`config.mk`:
```
export PLATFORM = sky130hd
export DESIGN_NAME = rs_latch_nand_driver_flat
export DESIGN_NICKNAME = d
export VERILOG_FILES = /design/src/rtl/rs_latch_nand_driver_if.sv /design/src/rtl/rs_latch_nand_driver.sv /design/src/flat_wrapper.sv
export SDC_FILE = /design/constraint.sdc
export NUM_CORES = 1
export LEC_CHECK = 0
export CORE_MARGIN = 3
export CORE_UTILIZATION = 57
export CTS_CLUSTER_SIZE = 12
export DETAILED_ROUTE_END_ITERATION = 8
export PLACE_DENSITY = 0.93
export SYNTH_ARGS = -nofsm -noshare
export SYNTH_HDL_FRONTEND = slang
export SYNTH_SLANG_ARGS = --single-unit
```
`constraint.sdc`:
```
create_clock -name clk -period 3.23 [get_ports clk]
set_input_delay 0.323 -clock clk [delete_from_list [all_inputs] [get_ports clk]]
set_output_delay 0.323 -clock clk [all_outputs]
set_load 0.1 [all_outputs]
```
`src/rtl/rs_latch_nand_driver_if.sv`:
```
// rs_latch_nand_driver_if: request handshake, latch drive/readback and error status bundle
interface rs_latch_nand_driver_if;
    logic req_valid;
    logic req_val;
    logic req_ready;
    logic s_n;
    logic r_n;
    logic q_fb;
    logic qn_fb;
    logic done;
    logic err;
    logic err_sticky;
    logic clr_err;
    modport master (
        output req_valid, req_val, q_fb, qn_fb, clr_err,
        input  req_ready, s_n, r_n, done, err, err_sticky
    );
    modport slave (
        input  req_valid, req_val, q_fb, qn_fb, clr_err,
        output req_ready, s_n, r_n, done, err, err_sticky
    );
endinterface

```
`src/rtl/rs_latch_nand_driver.sv`:
```
// rs_latch_nand_driver: pulses an active-low NAND RS latch for one-bit writes and verifies the readback
module rs_latch_nand_driver #(
    parameter int PULSE_LEN = 2,
    parameter int SETTLE    = 1
) (
    input logic clk,
    input logic rst_n,
    rs_latch_nand_driver_if.slave bus
);
    typedef enum logic [1:0] {IDLE, PULSE, SETL, CHECK} state_t;
    state_t state, state_nx;
    logic [7:0] cnt, cnt_nx;
    logic val, val_nx, err_nx;
    always_comb begin
        state_nx = state;
        cnt_nx   = cnt;
        val_nx   = val;
        case (state)
            IDLE:
                if (bus.req_valid && bus.req_ready) begin
                    state_nx = PULSE;
                    cnt_nx   = 8'(PULSE_LEN - 1);
                    val_nx   = bus.req_val;
                end
            PULSE:
                if (cnt == 8'd0) begin
                    state_nx = SETL;
                    cnt_nx   = 8'(SETTLE - 1);
                end else cnt_nx = cnt - 8'd1;
            SETL:
                if (cnt == 8'd0) state_nx = CHECK;
                else cnt_nx = cnt - 8'd1;
            default: state_nx = IDLE;
        endcase
        err_nx = (state == CHECK) && ((bus.q_fb != val) || (bus.qn_fb != !val));
    end
    // Drives are decoded from the next state so s_n/r_n are clean registers and never both low.
    always_ff @(posedge clk or negedge rst_n) begin
        if (!rst_n) begin
            state          <= IDLE;
            cnt            <= '0;
            val            <= 1'b0;
            bus.s_n        <= 1'b1;
            bus.r_n        <= 1'b1;
            bus.req_ready  <= 1'b0;
            bus.done       <= 1'b0;
            bus.err        <= 1'b0;
            bus.err_sticky <= 1'b0;
        end else begin
            state          <= state_nx;
            cnt            <= cnt_nx;
            val            <= val_nx;
            bus.s_n        <= !(state_nx == PULSE && val_nx);
            bus.r_n        <= !(state_nx == PULSE && !val_nx);
            bus.req_ready  <= state_nx == IDLE;
            bus.done       <= state == CHECK;
            bus.err        <= err_nx;
            bus.err_sticky <= err_nx | (bus.err_sticky & ~bus.clr_err);
        end
    end
endmodule

```
`src/flat_wrapper.sv`:
```
// flat-port wrapper written by rule: the top's interface ports become plain ports
module rs_latch_nand_driver_flat 
#(
    parameter int PULSE_LEN = 2,
    parameter int SETTLE    = 1
)
  (clk, rst_n, bus_req_valid, bus_req_val, bus_q_fb, bus_qn_fb, bus_clr_err, bus_req_ready, bus_s_n, bus_r_n, bus_done, bus_err, bus_err_sticky);
  rs_latch_nand_driver_if bus_i ();
  input logic clk;
  input logic rst_n;
  input wire logic [$bits(bus_i.req_valid)-1:0] bus_req_valid;
  input wire logic [$bits(bus_i.req_val)-1:0] bus_req_val;
  input wire logic [$bits(bus_i.q_fb)-1:0] bus_q_fb;
  input wire logic [$bits(bus_i.qn_fb)-1:0] bus_qn_fb;
  input wire logic [$bits(bus_i.clr_err)-1:0] bus_clr_err;
  output wire logic [$bits(bus_i.req_ready)-1:0] bus_req_ready;
  output wire logic [$bits(bus_i.s_n)-1:0] bus_s_n;
  output wire logic [$bits(bus_i.r_n)-1:0] bus_r_n;
  output wire logic [$bits(bus_i.done)-1:0] bus_done;
  output wire logic [$bits(bus_i.err)-1:0] bus_err;
  output wire logic [$bits(bus_i.err_sticky)-1:0] bus_err_sticky;
  assign bus_i.req_valid = bus_req_valid;
  assign bus_i.req_val = bus_req_val;
  assign bus_i.q_fb = bus_q_fb;
  assign bus_i.qn_fb = bus_qn_fb;
  assign bus_i.clr_err = bus_clr_err;
  assign bus_req_ready = bus_i.req_ready;
  assign bus_s_n = bus_i.s_n;
  assign bus_r_n = bus_i.r_n;
  assign bus_done = bus_i.done;
  assign bus_err = bus_i.err;
  assign bus_err_sticky = bus_i.err_sticky;
  rs_latch_nand_driver #(.PULSE_LEN(PULSE_LEN), .SETTLE(SETTLE)) u_core (.clk(clk), .rst_n(rst_n), .bus(bus_i));
endmodule
```
## Yosys cells after proc, flatten, opt, wreduce, memory -nomap -nowiden

Index checks and enable logic that the tools add are counted.

- Add/subtract/negate cells: 1
- Multiply operators: 0
- Divide/modulo/power cells: 0
- $lt $le $gt $ge: 0
- Eq/ne operators: 8
- Shift-type cells: 0
- Mux-type cells: 10
- Bitwise gates (word level): 3
- Reductions and logical operators: 14

Operators by type and width:

| kind | count |
|---|---|
| $mux 8 | 3 |
| $pmux 8 s3 | 1 |
| $logic_not 8->1 | 1 |
| $sub 8x1->8 const B | 1 |
| $mux 2 | 3 |
| $pmux 2 s3 | 1 |
| $eq 2x1->1 const B | 2 |
| $eq 2x2->1 const B | 2 |
| $logic_and 1x1->1 | 4 |
| $logic_not 1->1 | 4 |
| $logic_not 2->1 | 2 |
| $reduce_and 3->1 | 1 |
| $reduce_bool 3->1 | 1 |
| $mux 1 | 2 |
| $ne 1x1->1 | 2 |
| $ne 2x1->1 const B | 1 |
| $ne 2x2->1 const B | 1 |
| $and 1x1->1 | 1 |
| $logic_or 1x1->1 | 1 |
| $not 1->1 | 1 |
| $or 1x1->1 | 1 |

- Flip-flop bits (word level): 17
- Bits in latches: 0
- RAM bits: 0
- Memory bits (read-only): 0
- Input port bits: 7
- Memories kept: 0

## Depth between registers and ports, before layout

- Word-level depth: 6
- Mapped depth: 7
- Gate-level depth less buffers: 6

## Worst setup path after synthesis

OpenSTA, ideal clock, no wires.

- Path type: reg-to-reg
- Start point: reg u_core.bus.req_ready
- End point: reg u_core.cnt[1]
- Library setup time: 0.135 ns
- Arrival: 2.018 ns
- Setup slack: 1.077 ns
- Cell stages (with the launch flop): 5
- Buffers on the path: 0
- Cell sequence: dfrtp_1 -> a21boi_0 -> a2111oi_0 -> a21o_1 -> a311oi_1

- Cells in the longest elaborated chain, start to end: 3

Ends and longest elaborated chain:

| item | RTL line | text |
|---|---|---|
| from (decl) | rs_latch_nand_driver_if.sv:20 | `output req_ready, s_n, r_n, done, err, err_sticky` |
| from (signal assigned) | rs_latch_nand_driver.sv:45 | `bus.req_ready <= 1'b0;` |
| from (signal assigned) | rs_latch_nand_driver.sv:55 | `bus.req_ready <= state_nx == IDLE;` |
| $logic_and 1x1->1 | rs_latch_nand_driver.sv:20 | `if (bus.req_valid && bus.req_ready) begin` |
| $ne 2x1->1 (no line) | - |  |
| $reduce_and 3->1 (no line) | - |  |
| to (signal assigned) | rs_latch_nand_driver.sv:51 | `cnt <= cnt_nx;` |
| to (decl) | rs_latch_nand_driver.sv:12 | `logic [7:0] cnt, cnt_nx;` |

No other way between the ends.
A chain may end at the register's enable or synchronous reset.

## Worst setup path after layout

- Start point: reg u_core.bus.r_n
- End point: out bus_r_n

RTL lines:

| item | RTL line | text |
|---|---|---|
| from (decl) | rs_latch_nand_driver_if.sv:20 |  |
| from (signal assigned) | rs_latch_nand_driver.sv:54 | `bus.r_n <= !(state_nx == PULSE && !val_nx);` |
| to (decl) | flat_wrapper.sv:18 | `output wire logic [$bits(bus_i.r_n)-1:0] bus_r_n;` |

No word-level cell between the ends.

==> impl_results.md <==
* Max Clock Skew at 6.05 ps
* Fmax at 0.444 GHz
* Htree depth at 1
* Initial antenna violation count at 0
* Fillcell total at 121
* Row cnt at 14
* Max VDD drop at 735 uV
* DIE WIDTH at 47.2 um
* Switching fraction of total power at 0.517
* Final setup fails at 0
* Share of post-route cells with drive strength above 1 at 0.114
* Final GP Congestion at 0.883
* Worst skew pair latency at 290 ps
* DR DRC count at 0
* Post-DR vias/cell at 6.85
* Slew @ Worst Pin at 965 ps
* Ant. Diodes at 0
* Minimum clock period at 2250 ps
* Final Hold Fails at 0
* Met2 usage at 0.372
* First-pass GRT wire length at 3.57 mm
* Hold Slack at 466 ps
* Area Overhead vs Synth at 16.3%
* Tot GR Track Use at 0.232
* DIE AREA at 2230 sq um
* Internal cell power at 0.000579 W
* Die Ht at 47.2 um
* Post-synth top flop: dfrtp_1
* First-pass iteration count of the detailed router at 4
* Met3 usage at 0.0536
* IO buf count at 12
* Sequential share of power at 0.288
* Leakage at 0.494 nW
* Arrival @ worst endpoint at 1930 ps
* Remaining Overflow, GRT at 0
* Crit path cell chain: clkdlybuf4s50_1
* Post-CTS Setup Bufs at 0
* Synth Net Count at 113
* Distinct cell type count after synthesis at 38
* Pwr dens at 1060 nW/um^2
* Max incr delay on CP at 1120 ps
* Status: finished, final reports clean
* GR peak layer: met2
* CP Launch Type: flip-flop
* Comb power frac at 0.619
* Leading post-synthesis cells by cell area: dfrtp_1 39%, ha_1 7.7%, dfstp_2 5.4%
* Largest net degree at the start of global routing at 18
* Core area at 1560 sq um
* Starting Density at 0.622
* Vias in the first global route at 805
* Hold-fix buffer count after cts at 0
* Design Power at 0.00120 W
* Fin nets at 128
* Pins over their slew limit at 0
* Clk buf depth at 2
* Iter 0 DRT Violations at 50
* Via count at 890
* CP endpoint kind: output port
* Top-count cell post-synth: dfrtp_1
* Flop and latch count out of synthesis at 17
* CTS Sinks at 17
* Clk pin slew, worst setup/hold paths at 90 ps
* Met1 Use GR at 0.289
* CTS tree: built
* Unrepaired setup endpoints after global routing: false
* Sequential fraction of the synthesis area at 0.441
* Post-synth ARST share at 1.00
* Final WL at 2.26 mm
* Synth top area share at 0.387
* CP required at 2910 ps
* Slew headroom at 0.355
* Mapped Area at 970 sq um
* Cts bufs inserted at 3
* Gate Count Post-Synth at 100
* Biggest area consumer among synthesized cells: dfrtp_1
* Number of routed nets with antenna violations at 0
* Post-CTS sizing at 0
* Worst Path Buf+Inv at 1
* Fin crit share at 0.698
* CP Max Fanout at 1
* Net Switching at 0.000619 W
* Yosys warning count at 0
* Setup TNS at 0 ps
* Critical path's slowest cell: clkdlybuf4s50_1
* Max_cap viols at 0
* Crit Path Class: flip-flop to output port
* Detailed Place HPWL at 1.67 mm
* Synth top cells by count: 15 x dfrtp_1, 9 x inv_1, 7 x a21oi_1, 7 x nand3_1
* Worst reg2reg setup slack at 980 ps
* Num ports at 13
* Worst hold-check path type: primary input to asynchronous set/reset pin
* Synth Area per Inst at 9.70 sq um
* CTS root buffer: clkbuf_4
* Post-synth EDFFs at 0
* WL/cell at 17.4 um
* Top delay family on crit path: buffers and inverters
* Clk pwr share at 0.093
-- power groups by stage --
| stage | logic (W) | clock network [W] | registers, W |
|---|---|---|---|
| floorplan | 0.000399 | 0 | 0.000499 |
| CTS | 0.000731 | 0.000113 | 0.000343 |
| detailed placement | 0.000728 | 0 | 0.000346 |
| global placement | 0.000693 | 0 | 0.000340 |
| global route | 0.000802 | 0.000125 | 0.000356 |
| finish | 0.000742 | 0.000111 | 0.000345 |
-- kinds of logic after synthesis --
family / after synthesis / share of synthesized area
buffers and inverters: 11 / 0.0439
muxes: 1 / 0.0116
adders and majority gates: 6 / 0.0774
DFF: 17 / 0.441
AOI/OAI and AO/OA: 33 / 0.234
and+or+nand+nor: 32 / 0.192
-- per-stage QoR --
stage	utilization	instance area (sq um)	cells	setup WS (ps)
floorplan	-	970	100	1080
global placement	0.706	1100	126	1250
detailed placement	0.706	1100	126	1050
CTS	0.723	1130	130	970
global route	0.723	1130	130	861
finish	0.723	1130	130	975
-- path summary, 6_finish.rpt --
check                                   endpoint  depth (start not counted)             startpoint
setup / recovery                         bus_r_n                          1         u_core.bus.r_n
hold / removal                   u_core.bus.done                          1                  rst_n
setup reg to reg                   u_core.cnt[1]                          6          u_core.cnt[0]
hold reg to reg            u_core.bus.err_sticky                          1  u_core.bus.err_sticky
max in group asynchronous          u_core.cnt[4]                          1                  rst_n
min in group clk           u_core.bus.err_sticky                          1  u_core.bus.err_sticky
-- layout make-up --
class	count	area (sq um)	area share
clock buffers	4	26.3	0.0233
flip-flops and latches	17	428	0.380
well taps	16	20.0	0.0178
inverters	9	33.8	0.0300
multi-input cells	72	499	0.443
repair buffers	12	120	0.107
-- sequential cells by signal, indices dropped and copies added (netlist names) --
signal	cells
u_core.bus.req_ready	1
u_core.bus.err_sticky	1
u_core.bus.r_n	1
u_core.bus.s_n	1
u_core.bus.done	1
u_core.state	2
u_core.bus.err	1
u_core.cnt	8
u_core.val	1
-- layout by cell type (no fill, tap or decap), drive strengths merged, types with 3 or more instances in the layout --
cell,instances
dfrtp,15
clkdlybuf4s50,12
inv,9
a21oi,8
nand3,7
o21ai,6
nor2,6
ha,6
clkbuf,4
a21o,3
nand2,3
or4,3
-- layer usage --
metal  up-vias  wire length [um]
met5         -                 0
met4         0                61
met3        13               217
met2        57              1070
met1       411               911
li1        409                 -
Power figures use the tool's default switching activity.
